**src/rtl/data_cache_controller_pkg.sv**
```systemverilog
// Shared types and constants for the L1 data cache controller.
// Latency: n/a (declarations only).
// Backpressure: n/a.
package data_cache_controller_pkg;

   localparam int WORD_BITS       = 32;
   localparam int WORDS_PER_BLOCK = 4;
   localparam int BLOCK_BITS      = WORD_BITS * WORDS_PER_BLOCK;
   localparam int OFFSET_BITS     = 4;

   typedef enum logic [1:0] {
      ST_IDLE      = 2'd0,
      ST_WRITEBACK = 2'd1,
      ST_FETCH     = 2'd2,
      ST_UPDATE    = 2'd3
   } cache_state_t;

   // memReadEn[2:0] load width codes
   localparam logic [2:0] F3_LB  = 3'b000;
   localparam logic [2:0] F3_LH  = 3'b001;
   localparam logic [2:0] F3_LW  = 3'b010;
   localparam logic [2:0] F3_LBU = 3'b100;
   localparam logic [2:0] F3_LHU = 3'b101;

   // memWriteEn[1:0] store size codes
   localparam logic [1:0] SZ_B = 2'b00;
   localparam logic [1:0] SZ_H = 2'b01;
   localparam logic [1:0] SZ_W = 2'b10;

   // Byte lanes touched by a store. Halfwords use addr[1] only and words
   // ignore the low address bits, so misaligned stores are silently aligned.
   function automatic logic [3:0] store_byte_en(input logic [1:0] size,
                                                input logic [1:0] byte_sel);
      logic [3:0] be;
      case (size)
         SZ_B:    be = 4'b0001 << byte_sel;
         SZ_H:    be = byte_sel[1] ? 4'b1100 : 4'b0011;
         SZ_W:    be = 4'b1111;
         default: be = 4'b0000;
      endcase
      return be;
   endfunction

endpackage

```
**src/rtl/data_cache_controller_load_store_align.sv**
```systemverilog
// Lane extraction with sign/zero extension for loads; byte-lane merge for stores.
// Latency: purely combinational.
// Backpressure: none; outputs follow inputs.
// Ports: byte_sel = addr[1:0]; load_funct3 / store_size = width codes;
//        cur_word = cached word; store_data = CPU store data;
//        load_data = extended load result; merged_word = cur_word with store lanes replaced.
module data_cache_controller_load_store_align
   import data_cache_controller_pkg::*;
(
   input  logic [1:0]  byte_sel,
   input  logic [2:0]  load_funct3,
   input  logic [1:0]  store_size,
   input  logic [31:0] cur_word,
   input  logic [31:0] store_data,
   output logic [31:0] load_data,
   output logic [31:0] merged_word
);

   logic [7:0]  lane_b;
   logic [15:0] lane_h;
   logic [31:0] st_rep;
   logic [3:0]  be;

   always_comb begin
      lane_b = cur_word[{byte_sel, 3'b000} +: 8];
      lane_h = byte_sel[1] ? cur_word[31:16] : cur_word[15:0];

      load_data = '0;
      case (load_funct3)
         F3_LB:   load_data = {{24{lane_b[7]}}, lane_b};
         F3_LH:   load_data = {{16{lane_h[15]}}, lane_h};
         F3_LW:   load_data = cur_word;
         F3_LBU:  load_data = {24'd0, lane_b};
         F3_LHU:  load_data = {16'd0, lane_h};
         default: load_data = '0;
      endcase

      // Replicate the low bits across the word so every enabled lane sees its byte.
      st_rep = store_data;
      case (store_size)
         SZ_B:    st_rep = {4{store_data[7:0]}};
         SZ_H:    st_rep = {2{store_data[15:0]}};
         default: st_rep = store_data;
      endcase

      be          = store_byte_en(store_size, byte_sel);
      merged_word = cur_word;
      for (int i = 0; i < 4; i++) begin
         if (be[i]) merged_word[8*i +: 8] = st_rep[8*i +: 8];
      end
   end

endmodule

```
**src/rtl/data_cache_controller.sv**
```systemverilog
// Direct-mapped write-back write-allocate L1 data cache (16 B blocks).
// Latency: hits complete in the request cycle; misses stall through WRITEBACK/FETCH/UPDATE.
// Backpressure: DATA_CACHE_BUSY_WAIT stalls the CPU; mem_busywait holds the FSM in a transfer state.
// Ports: CPU side memReadEn/memWriteEn/DATA_CACHE_ADDR/DATA_CACHE_DATA in, READ_DATA/BUSY_WAIT out;
//        memory side mem_read/mem_write/mem_address/mem_writedata out, mem_readdata/mem_busywait in.
module data_cache_controller
   import data_cache_controller_pkg::*;
#(
   parameter int INDEX_BITS = 3
)(
   input  logic         CLK,
   input  logic         RESET,
   input  logic [3:0]   memReadEn,
   input  logic [2:0]   memWriteEn,
   input  logic [31:0]  DATA_CACHE_ADDR,
   input  logic [31:0]  DATA_CACHE_DATA,
   output logic [31:0]  DATA_CACHE_READ_DATA,
   output logic         DATA_CACHE_BUSY_WAIT,
   output logic         mem_read,
   output logic         mem_write,
   output logic [27:0]  mem_address,
   output logic [127:0] mem_writedata,
   input  logic [127:0] mem_readdata,
   input  logic         mem_busywait
);

   localparam int TAG_BITS = 32 - OFFSET_BITS - INDEX_BITS;
   localparam int SETS     = 1 << INDEX_BITS;

   cache_state_t          state;
   logic [SETS-1:0]       valid;
   logic [SETS-1:0]       dirty;
   logic [TAG_BITS-1:0]   tag_arr  [SETS];
   logic [BLOCK_BITS-1:0] data_arr [SETS];

   // Missing block captured in IDLE so the fill completes even if the CPU withdraws.
   logic [TAG_BITS-1:0]   miss_tag;
   logic [INDEX_BITS-1:0] miss_idx;

   logic [TAG_BITS-1:0]   req_tag;
   logic [INDEX_BITS-1:0] req_idx;
   logic [1:0]            req_word;
   logic                  req;
   logic                  hit;
   logic                  store_hit;
   logic                  load_hit;
   logic [31:0]           cur_word;
   logic [31:0]           load_data;
   logic [31:0]           merged_word;

   assign req_tag  = DATA_CACHE_ADDR[31 -: TAG_BITS];
   assign req_idx  = DATA_CACHE_ADDR[OFFSET_BITS +: INDEX_BITS];
   assign req_word = DATA_CACHE_ADDR[3:2];

   assign req       = memReadEn[3] | memWriteEn[2];
   assign hit       = valid[req_idx] && (tag_arr[req_idx] == req_tag) && (state == ST_IDLE);
   // A simultaneous load+store request is treated purely as a store.
   assign store_hit = memWriteEn[2] & hit;
   assign load_hit  = memReadEn[3] & ~memWriteEn[2] & hit;
   assign cur_word  = data_arr[req_idx][{req_word, 5'd0} +: WORD_BITS];

   assign DATA_CACHE_BUSY_WAIT = req & ~hit;
   assign DATA_CACHE_READ_DATA = load_hit ? load_data : '0;

   data_cache_controller_load_store_align u_align (
      .byte_sel    (DATA_CACHE_ADDR[1:0]),
      .load_funct3 (memReadEn[2:0]),
      .store_size  (memWriteEn[1:0]),
      .cur_word    (cur_word),
      .store_data  (DATA_CACHE_DATA),
      .load_data   (load_data),
      .merged_word (merged_word)
   );

   // Miss FSM; memory-side outputs are registered on the transitions so they
   // are valid exactly while in WRITEBACK/FETCH and zero elsewhere.
   always_ff @(posedge CLK) begin
      if (RESET) begin
         state         <= ST_IDLE;
         valid         <= '0;
         dirty         <= '0;
         mem_read      <= 1'b0;
         mem_write     <= 1'b0;
         mem_address   <= '0;
         mem_writedata <= '0;
      end else begin
         case (state)
            ST_IDLE: begin
               if (req && !hit) begin
                  miss_tag <= req_tag;
                  miss_idx <= req_idx;
                  if (dirty[req_idx]) begin
                     state         <= ST_WRITEBACK;
                     mem_write     <= 1'b1;
                     mem_address   <= {tag_arr[req_idx], req_idx};
                     mem_writedata <= data_arr[req_idx];
                  end else begin
                     state       <= ST_FETCH;
                     mem_read    <= 1'b1;
                     mem_address <= DATA_CACHE_ADDR[31:4];
                  end
               end else if (store_hit) begin
                  dirty[req_idx] <= 1'b1;
               end
            end
            ST_WRITEBACK: begin
               if (!mem_busywait) begin
                  state         <= ST_FETCH;
                  mem_write     <= 1'b0;
                  mem_writedata <= '0;
                  mem_read      <= 1'b1;
                  mem_address   <= {miss_tag, miss_idx};
               end
            end
            ST_FETCH: begin
               if (!mem_busywait) begin
                  state       <= ST_UPDATE;
                  mem_read    <= 1'b0;
                  mem_address <= '0;
               end
            end
            ST_UPDATE: begin
               state           <= ST_IDLE;
               valid[miss_idx] <= 1'b1;
               dirty[miss_idx] <= 1'b0;
            end
            default: state <= ST_IDLE;
         endcase
      end
   end

   // Tag/data arrays carry no reset; they are qualified by valid.
   always_ff @(posedge CLK) begin
      if (!RESET) begin
         if (state == ST_UPDATE) begin
            data_arr[miss_idx] <= mem_readdata;
            tag_arr[miss_idx]  <= miss_tag;
         end else if (store_hit) begin
            data_arr[req_idx][{req_word, 5'd0} +: WORD_BITS] <= merged_word;
         end
      end
   end

endmodule

```
**config.mk**
```make
export PLATFORM = sky130hd
export DESIGN_NAME = data_cache_controller
export DESIGN_NICKNAME = d
export VERILOG_FILES = /design/src/rtl/data_cache_controller_pkg.sv /design/src/rtl/data_cache_controller_load_store_align.sv /design/src/rtl/data_cache_controller.sv
export SDC_FILE = /design/constraint.sdc
export NUM_CORES = 2
export LEC_CHECK = 0
export CAP_MARGIN = 20
export CORE_MARGIN = 5
export CORE_UTILIZATION = 50
export CTS_CLUSTER_SIZE = 12
export DETAILED_ROUTE_END_ITERATION = 8
export PLACE_DENSITY = 0.69
export RECOVER_POWER = 100
export SKIP_CTS_REPAIR_TIMING = 1
export SLEW_MARGIN = 20
export SYNTH_ARGS = -nofsm -noshare
export SYNTH_HDL_FRONTEND = slang
export SYNTH_HIERARCHICAL = 1
export SYNTH_SLANG_ARGS = --single-unit
```
**constraint.sdc**
```tcl
create_clock -name CLK -period 21.1 [get_ports CLK]
set_input_delay 6.33 -clock CLK [delete_from_list [all_inputs] [get_ports CLK]]
set_output_delay 6.33 -clock CLK [all_outputs]
set_load 0.05 [all_outputs]
```
==> results.sh <==
export IMPL_status="finished, violations left"
export IMPL_violations="max-capacitance violations, max-slew violations"
export IMPL_seq_area_frac_synth=0.722
export IMPL_cts_max_level=4
export IMPL_die_h_microns=348
export IMPL_postSynthCellCount=3808
export IMPL_fillCellCount=8441
export IMPL_clockRootBuffer="clkbuf_16"
export IMPL_cp_top_family="buffers and inverters"
export IMPL_crit_slowest_cell="o21ai_0"
export IMPL_synth_fp_nets=4018
export IMPL_yosysTopAreaCellShare=0.660
export IMPL_ctsLongestPathBuffers=3
export IMPL_synth_edff_count=1252
export IMPL_core_area_sq_um=113000
export IMPL_cp_required_ps=14770
export IMPL_startpoint="DATA_CACHE_ADDR[6]"
export IMPL_worstMarginPinSlew_ps=4340
export IMPL_grt_usage=0.330
export IMPL_drt_wirelength_per_cell_microns=35.3
export IMPL_cts_buffers=146
export IMPL_met3_length_microns=34500
export IMPL_nNetsFinal=4405
export IMPL_hold_violations=0
export IMPL_fin_tns_setup_ps=0
export IMPL_crit_type="in2out"
export IMPL_maxSlewViolCount=1714
export IMPL_drtPass1Iterations=6
export IMPL_clkLatencyLatePin_ps=780
export IMPL_gp_congestion=0.921
export IMPL_placementRows=123
export IMPL_yosys_warnings=6
export IMPL_drive_above_1_share=0.106
export IMPL_synthTopCellsByArea="edfxtp_1 66%, dfxtp_1 6.2%, a22oi_1 3.8%"
export IMPL_yosys_area_top_type="edfxtp_1"
export IMPL_dr_wl_met2_microns=88500
export IMPL_drt_iter0_markers=6140
export IMPL_cp_max_fo=48
export IMPL_syn_to_final_growth_pct=17.8
export IMPL_ys_flop_type="edfxtp_1"
export IMPL_die_w_microns=348
export IMPL_grt_start_max_net_pins=127
export IMPL_final_util=0.595
export IMPL_dieArea_sq_um=121000
export IMPL_ys_ff_latch=1428
export IMPL_numPortBuffers=392
export IMPL_vias_per_cell=6.76
export IMPL_arrival_ps=12720
export IMPL_min_path_type="reg2reg"
export IMPL_synth_most_common_cell="edfxtp_1"
export IMPL_async_flop_share=0
export IMPL_cts_sinks=1428
export IMPL_fmax_mhz=52.5
export IMPL_cp_end_kind="primary output"
export IMPL_period_share=0.903
export IMPL_drc=0
export IMPL_start_util=0.505
export IMPL_num_vias=39400
export IMPL_drv_cap=59
export IMPL_grt_pass1_vias=36900
export IMPL_min_from="valid[0]"
export IMPL_crit_path_frequent_cell="a21oi_1"
export IMPL_highest_layer="met5"
export IMPL_setup_viol=0
export IMPL_hpwl_microns=128000
export IMPL_cp_start_kind="input port"
export IMPL_rr_startpoint="tag_arr[7][20]"
export IMPL_clkSlewWorstSetupHoldPaths_ps=60
export IMPL_synth_common_cells="1252 x edfxtp_1, 362 x nand2_1, 290 x a22oi_1"
export IMPL_multi_input_area_sq_um=14800
export IMPL_placed_cells=5547
export IMPL_antenna_found_initial=22
export IMPL_rsz0062_at_grt="no"
export IMPL_cts_tree="built"
export IMPL_critPathMaxStageDelay_ps=1440
export IMPL_drt_wl_total_microns=206000
export IMPL_period_minus_slack_ps=19050
export IMPL_netlist_area_sq_um=57000
export IMPL_drtAntennaViolNets=0
export IMPL_skew_ps=34.0
export IMPL_vdd_drop_max_mv=0.0683
export IMPL_max_slew_margin=-1.90
export IMPL_final_cells=5828
export IMPL_wl_met1_microns=72100
export IMPL_power_density_nw_per_um2=93.1
export IMPL_overflow=0
export IMPL_crit_chain="clkbuf_8 -> clkbuf_1 -> nor2_1 -> buf_4 -> a221oi_1 -> o21ai_0 -> mux4_2 -> mux2_2 -> a21oi_1 -> a21oi_1 -> and2_1 -> dlygate4sd3_1"
export IMPL_grt_pass1_wl_microns=284000
export IMPL_syn_mean_instance_area_sq_um=15.0
export IMPL_ys_types=72
export IMPL_path_buf_inv=4
export IMPL_seq_area_sq_um=41100
export IMPL_p_leak_uw=0.0227
export IMPL_whs_ps=454
export IMPL_pin_count=393
-- power by group --
part | switching, uW | leakage (uW) | internal, uW
combinational | 452 | 0.00783 | 188
sequential | 28.2 | 0.0127 | 3110
clock | 1080 | 0.00218 | 1380
total | 1560 | 0.0227 | 4680
-- layer usage --
layer,global-route usage,vias up
li1,-,15900
met1,0.439,19400
met2,0.479,3562
met3,0.138,597
met4,0.146,14
met5,0,-
-- cells by family after synthesis --
logic type                 synth area share
muxes                                0.0641
xor gates and xnor gates            0.00154
and+or+nand+nor                      0.0618
AOI/OAI and AO/OA                     0.126
buffers and inverters                0.0234
adders and majority gates           0.00176
DFF                                   0.722
-- stage by stage --
step / setup slack (ps) / cell area, sq um / power (uW)
after floorplan: 4870 / 57000 / 3530
after CTS: 2940 / 67400 / 6230
after global routing: 1980 / 67100 / 6390
final: 2050 / 67100 / 6250
after global placement: 2980 / 62800 / 3820
after detailed placement: 2940 / 62900 / 3830
-- path summary, 6_finish.rpt --
path	end	slack, ps	cells after the start
setup reg to reg	mem_writedata[125]	10900	12
hold reg to reg	valid[0]	450	1
hold / removal	valid[0]	450	1
setup / recovery	DATA_CACHE_READ_DATA[8]	2050	12
-- worst register-to-register path: cells and delay by family, from the launching register on --
kind | cells | cell delay (ps)
AOI/OAI and AO/OA | 4 | 1280
buffers and inverters | 3 | 6970
DFF | 1 | 350
muxes | 1 | 270
and+or+nand+nor | 4 | 1270
-- final cells by class --
type                       count  share of cell area
sequential                  1428               0.613
multi-input combinational   2096               0.221
timing repair buffer         510              0.0697
clock buffer                 228              0.0616
tap                         1500              0.0280
clock inverter                35             0.00585
inverter                      13            0.000727
antenna                       18            0.000671
-- cells in the final DEF (no fill, tap or decap), drive strengths merged, types with 79 or more instances in the layout --
master	count
dlygate4sd3	214
a21oi	113
o21ai	217
clkdlybuf4s50	173
a221oi	79
nand2	363
mux2	92
a22oi	290
clkbuf	279
nor2	174
dfxtp	176
mux2i	158
a22o	137
edfxtp	1252
-- registers in the layout, summed over array words and instances (netlist names) --
signal and cells:
mem_read 1, dirty 8, miss_tag 25, tag_arr 200, state 2, mem_writedata 128
mem_address 28, data_arr 1024, mem_write 1, valid 8, miss_idx 3
Power figures use the tool's default switching activity.
